$ cat src/rtl/lsu_pkg.sv
// rtl/lsu_pkg.sv - shared width codes, FSM encoding and request checks for the load/store unit
// Purpose: constants and helpers imported by load_store_unit and lsu_align.
// Contents: RV32I funct3 width codes, lsu_state_e FSM encoding,
//           funct3_legal() and misaligned() acceptance checks.
package lsu_pkg;

  localparam logic [2:0] F3_B  = 3'd0;
  localparam logic [2:0] F3_H  = 3'd1;
  localparam logic [2:0] F3_W  = 3'd2;
  localparam logic [2:0] F3_BU = 3'd4;
  localparam logic [2:0] F3_HU = 3'd5;

  typedef enum logic [1:0] {
    IDLE = 2'd0,
    RD   = 2'd1,
    WR   = 2'd2,
    RESP = 2'd3
  } lsu_state_e;

  // Stores have no unsigned variants, so only B/H/W are legal for them.
  function automatic logic funct3_legal(input logic store, input logic [2:0] funct3);
    logic ok;
    ok = 1'b0;
    case (funct3)
      F3_B, F3_H, F3_W: ok = 1'b1;
      F3_BU, F3_HU:     ok = !store;
      default:          ok = 1'b0;
    endcase
    return ok;
  endfunction

  function automatic logic misaligned(input logic [2:0] funct3, input logic [1:0] lane);
    logic bad;
    bad = 1'b0;
    case (funct3)
      F3_H, F3_HU: bad = lane[0];
      F3_W:        bad = (lane != 2'b00);
      default:     bad = 1'b0;
    endcase
    return bad;
  endfunction

endpackage

$ cat src/rtl/lsu_align.sv
// rtl/lsu_align.sv - byte-lane extract/extend for loads and lane merge for stores
// Purpose: purely combinational lane handling around the buffered memory word.
// Ports:
//   funct3     in  3  width code of the latched request
//   lane       in  2  byte offset addr[1:0]
//   word       in  32 buffered memory word
//   wdata      in  32 right-aligned store data
//   load_data  out 32 extended load result
//   merge_word out 32 word with the store lanes replaced (wdata itself for W)
module lsu_align
  import lsu_pkg::*;
(
  input  logic [2:0]  funct3,
  input  logic [1:0]  lane,
  input  logic [31:0] word,
  input  logic [31:0] wdata,
  output logic [31:0] load_data,
  output logic [31:0] merge_word
);

  logic [4:0]  shamt;
  logic [15:0] low_half;
  logic [31:0] mask;

  assign shamt    = {lane, 3'b000};
  // Selected lane moved down to bit 0; only the low half is ever needed.
  assign low_half = 16'(word >> shamt);

  always_comb begin
    load_data = word;
    case (funct3)
      F3_B:    load_data = {{24{low_half[7]}}, low_half[7:0]};
      F3_BU:   load_data = {24'b0, low_half[7:0]};
      F3_H:    load_data = {{16{low_half[15]}}, low_half};
      F3_HU:   load_data = {16'b0, low_half};
      default: load_data = word;
    endcase
  end

  always_comb begin
    mask = 32'hFFFF_FFFF;
    case (funct3)
      F3_B:    mask = 32'h0000_00FF << shamt;
      F3_H:    mask = 32'h0000_FFFF << shamt;
      default: mask = 32'hFFFF_FFFF;
    endcase
    merge_word = (word & ~mask) | ((wdata << shamt) & mask);
  end

endmodule

$ cat src/rtl/load_store_unit.sv
// rtl/load_store_unit.sv - RV32I load/store unit with read-modify-write sub-word stores
// Purpose: accepts one request at a time, accesses a word-wide memory, returns a one-cycle response.
// Ports:
//   clk, rst                  clock and asynchronous active-high reset
//   req_valid/req_ready       request handshake (ready only in IDLE)
//   req_store, req_funct3     store flag and RV32I width code
//   req_addr, req_wdata       byte address and right-aligned store data
//   resp_valid                one-cycle response pulse
//   resp_rdata, resp_err      extended load data / error flag (0 outside the response)
//   mem_we, mem_a, mem_wd     word write enable, word-aligned address, write word
//   mem_rd                    combinational read word
module load_store_unit
  import lsu_pkg::*;
#(
  parameter int MEM_WORDS = 1024
) (
  input  logic        clk,
  input  logic        rst,
  input  logic        req_valid,
  output logic        req_ready,
  input  logic        req_store,
  input  logic [2:0]  req_funct3,
  input  logic [31:0] req_addr,
  input  logic [31:0] req_wdata,
  output logic        resp_valid,
  output logic [31:0] resp_rdata,
  output logic        resp_err,
  output logic        mem_we,
  output logic [31:0] mem_a,
  output logic [31:0] mem_wd,
  input  logic [31:0] mem_rd
);

  localparam logic [31:0] MEM_WORDS_W = 32'(MEM_WORDS);

  lsu_state_e  state_q, state_d;
  logic        store_q;
  logic [2:0]  funct3_q;
  logic [31:0] addr_q;
  logic [31:0] wdata_q;
  logic [31:0] buf_q;
  logic        err_q;

  logic        accept;
  logic        acc_err;
  logic [31:0] load_data;
  logic [31:0] merge_word;

  assign accept  = (state_q == IDLE) && req_valid;
  assign acc_err = !funct3_legal(req_store, req_funct3)
                 || misaligned(req_funct3, req_addr[1:0])
                 || ({2'b00, req_addr[31:2]} >= MEM_WORDS_W);

  lsu_align u_align (
    .funct3     (funct3_q),
    .lane       (addr_q[1:0]),
    .word       (buf_q),
    .wdata      (wdata_q),
    .load_data  (load_data),
    .merge_word (merge_word)
  );

  always_ff @(posedge clk or posedge rst) begin
    if (rst) begin
      state_q  <= IDLE;
      store_q  <= 1'b0;
      funct3_q <= 3'd0;
      addr_q   <= 32'd0;
      wdata_q  <= 32'd0;
      buf_q    <= 32'd0;
      err_q    <= 1'b0;
    end else begin
      state_q <= state_d;
      if (accept) begin
        store_q  <= req_store;
        funct3_q <= req_funct3;
        addr_q   <= req_addr;
        wdata_q  <= req_wdata;
        err_q    <= acc_err;
      end
      if (state_q == RD) begin
        buf_q <= mem_rd;
      end
    end
  end

  always_comb begin
    state_d    = state_q;
    req_ready  = 1'b0;
    resp_valid = 1'b0;
    resp_rdata = 32'd0;
    resp_err   = 1'b0;
    mem_we     = 1'b0;
    mem_a      = 32'd0;
    mem_wd     = 32'd0;
    case (state_q)
      IDLE: begin
        req_ready = 1'b1;
        if (req_valid) begin
          if (acc_err) begin
            state_d = RESP;
          end else if (req_store && (req_funct3 == F3_W)) begin
            // Full-word store needs no read of the old word.
            state_d = WR;
          end else begin
            state_d = RD;
          end
        end
      end
      RD: begin
        mem_a   = {addr_q[31:2], 2'b00};
        state_d = store_q ? WR : RESP;
      end
      WR: begin
        mem_we  = 1'b1;
        mem_a   = {addr_q[31:2], 2'b00};
        mem_wd  = merge_word;
        state_d = RESP;
      end
      RESP: begin
        resp_valid = 1'b1;
        resp_err   = err_q;
        resp_rdata = (err_q || store_q) ? 32'd0 : load_data;
        state_d    = IDLE;
      end
      default: state_d = IDLE;
    endcase
  end

endmodule

$ cat config.mk
export PLATFORM = sky130hd
export DESIGN_NAME = load_store_unit
export DESIGN_NICKNAME = d
export VERILOG_FILES = /design/src/rtl/lsu_pkg.sv /design/src/rtl/lsu_align.sv /design/src/rtl/load_store_unit.sv
export SDC_FILE = /design/constraint.sdc
export NUM_CORES = 1
export LEC_CHECK = 0
export ABC_AREA = 0
export ABC_CLOCK_PERIOD_IN_PS = 4300
export CAP_MARGIN = 10
export CORE_MARGIN = 3
export CORE_UTILIZATION = 47
export DETAILED_ROUTE_END_ITERATION = 10
export PLACE_DENSITY_LB_ADDON = 0.08
export SLEW_MARGIN = 0
export SYNTH_ARGS = -nofsm -noshare
export SYNTH_HDL_FRONTEND = slang
export SYNTH_HIERARCHICAL = 1
export SYNTH_SLANG_ARGS = --single-unit
$ cat constraint.sdc
create_clock -name clk -period 4.3 [get_ports clk]
set_input_delay 1.29 -clock clk [delete_from_list [all_inputs] [get_ports clk]]
set_output_delay 1.29 -clock clk [all_outputs]
set_load 0.1 [all_outputs]
==> out/qor.yml <==
run_status:
  status: "complete, no violations"
sta:
  fin_crit_sh_pct: 94.9
  layout_min_cycle_time_ns: 4.08
  setup_viol: 0
  drv_slew: 0
  rsz0062_at_grt: "no"
  timing_hold_violations_final: 0
  relSlewSlack_pct: 34.6
  tightestPinTransition_ns: 0.978
  clock.fmax_mhz: 245
  setup_tns_ns: 0
  fin_skew_ns: 0.00462
logic_synthesis:
  syn_inst: 588
  synth_ff_type: "dfrtp_1"
  synth_area_leader_cell: "dfrtp_1"
  synth-edff-count: 0
  synth.distinct_cells: 43
  yosysWarnings: 6
  ys_seq_area_share_pct: 41.2
  yosysMostFrequentCell: "mux2_2"
  ys_seq_elements: 103
  syn_avg_cell_area_um2: 10.7
  synthArstFlopShare_pct: 100
  netlist.area_leader.share_pct: 41.2
  yosys-top-cells-count: "mux2_2 (116), dfrtp_1 (103), and2_1 (95), a21oi_1 (28), clkbuf_1 (25)"
  synth_area_um2: 6260
  synth.area.top_cells: "dfrtp_1 (41%), mux2_2 (21%), and2_1 (9.5%)"
clock_tree:
  clockBufferDepth: 2
  cts_tree: "yes"
  cts.clk_slew.worst_paths_ns: 0.07
  insertion_delay_ns: 0.35
  cts_max_level: 3
  cts_buffers: 9
  cts_resized: 0
  cts_root_buffer: "clkbuf_16"
  cts_sinks: 103
  hold_buffers: 0
  post-cts-setup-buffer-count: 0
floorplanning:
  die_area_um2: 14700
  num_io_pins: 203
  coreArea_um2: 12800
  rows: 41
  die_h_um: 121
  die_w_um: 121
  initial_core_util_pct: 48.8
place:
  gp_congestion: 0.870
  dp_hpwl_mm: 14.1
  portBuffers: 200
critical_path:
  crit_type: "reg2out"
  cp-start-kind: "register"
  cp_data_required_time_ns: 3.01
  endpoint_kind: "output pin"
  crit_arrival_ns: 2.79
  crit_fanout: 29
routing:
  ant_nets: 0
  via_count: 5263
  drt_iter0_drc: 412
  drc: 0
  dr.pass1.iters: 6
  avgViaCountPerCell: 5.58
  wire_per_inst_um: 19.8
  wl_mm: 18.7
grt:
  antenna_found_initial: 0
  grt_usage_pct: 25.5
  grt_pass1_wl_mm: 29.1
  grt_max_degree: 53
  overflow: 0
  grt_pass1_vias: 5264
job:
  cap_violations: 0
final_layout:
  nets: 873
  fillers: 959
  multi_input_area_um2: 3430
  syn_to_final_growth_pct: 47.0
  layout-drive-gt1-share_pct: 33.3
  regArea_um2: 2580
  antenna_cells: 0
worst_hold_path:
  hold_class: "reg2reg"
==> placed cells by master, fill, tap and decap left out, drive strengths merged, types with 3 or more instances in the layout <==
| cell type | n |
|---|---|
| dfrtp | 103 |
| ha | 4 |
| buf | 110 |
| a21o | 17 |
| nor3b | 3 |
| and2 | 95 |
| nand2 | 17 |
| clkdlybuf4s50 | 103 |
| o21ai | 22 |
| mux2 | 116 |
| nor2b | 11 |
| or2 | 5 |
| mux2i | 24 |
| a22o | 14 |
| a31oi | 4 |
| nor4 | 8 |
| clkbuf | 11 |
| a211oi | 8 |
| o21a | 8 |
| a21oi | 28 |
| inv | 8 |
| nor3 | 3 |
| nor2 | 24 |
| a22oi | 7 |
==> final cells by class <==
class / instances / share of cell area, %
Timing Repair Buffer: 213 / 29.1
Clock inverter: 5 / 0.489
Tap cell: 172 / 2.34
Clock buffer: 11 / 2.64
Sequential cell: 103 / 28.0
Inverter: 4 / 0.190
Multi-Input combinational cell: 435 / 37.2
==> critical path: stages, from the launching register on <==
cell and delay, ns:
dfrtp_2 0.70, buf_4 0.46, mux2i_1 0.25, o2bb2ai_1 0.13, a31o_4 0.34, a21o_1 0.17
and2_1 0.17, buf_12 0.17
==> cells by family (layout without fill, tap and decap cells) <==
family / after synthesis / count (layout) / share of synthesized area, %
mux: 141 / 141 / 25.1
compound gates: 117 / 117 / 12.8
buf+inv: 51 / 233 / 4.28
simple gates: 171 / 171 / 15.9
other cells: 1 / 2 / 0.0599
fa+ha+maj: 4 / 4 / 0.799
flops: 103 / 103 / 41.2
==> flip-flops by register name, indices dropped and copies added, names as in the netlist <==
signal	count
addr_q	32
buf_q	32
err_q	1
funct3_q	3
state_q	2
store_q	1
wdata_q	32
==> worst paths after layout <==
| kind | depth (start not counted) | start | end | slack [ns] |
|---|---|---|---|---|
| max in group asynchronous | 3 | rst | buf_q[2] | 2.16 |
| min in group asynchronous | 2 | rst | wdata_q[30] | 1.39 |
| hold reg to reg | 1 | addr_q[8] | addr_q[8] | 0.50 |
| setup reg to reg | 5 | state_q[0] | wdata_q[23] | 2.09 |
| setup / recovery | 7 | addr_q[0] | resp_rdata[25] | 0.22 |
| hold / removal | 1 | addr_q[8] | addr_q[8] | 0.50 |
==> metrics by stage <==
step | utilization, % | hold WS [ns] | instances | worst slack [ns] | cell area (um2)
3_5_place_dp | 69.6 | 0.485 | 927 | 0.638 | 8920
6_report | 71.8 | 0.497 | 943 | 0.220 | 9210
3_3_place_gp | 69.6 | 0.478 | 927 | 0.757 | 8920
5_1_grt | 71.8 | 0.518 | 943 | 0.112 | 9210
2_1_floorplan | - | 0.470 | 589 | 0.306 | 6270
4_1_cts | 71.8 | 0.501 | 943 | 0.242 | 9210
==> metal layers <==
metal	wire length, um	vias up	global-route usage, %
li1	-	2442	-
met4	442	0	8.19
met1	8370	2578	35.9
met5	0	-	0
met2	8720	210	39.7
met3	1180	33	4.94
Power is not shown: default switching activity piles up to over one toggle a cycle in this logic, so the estimate is an artifact.
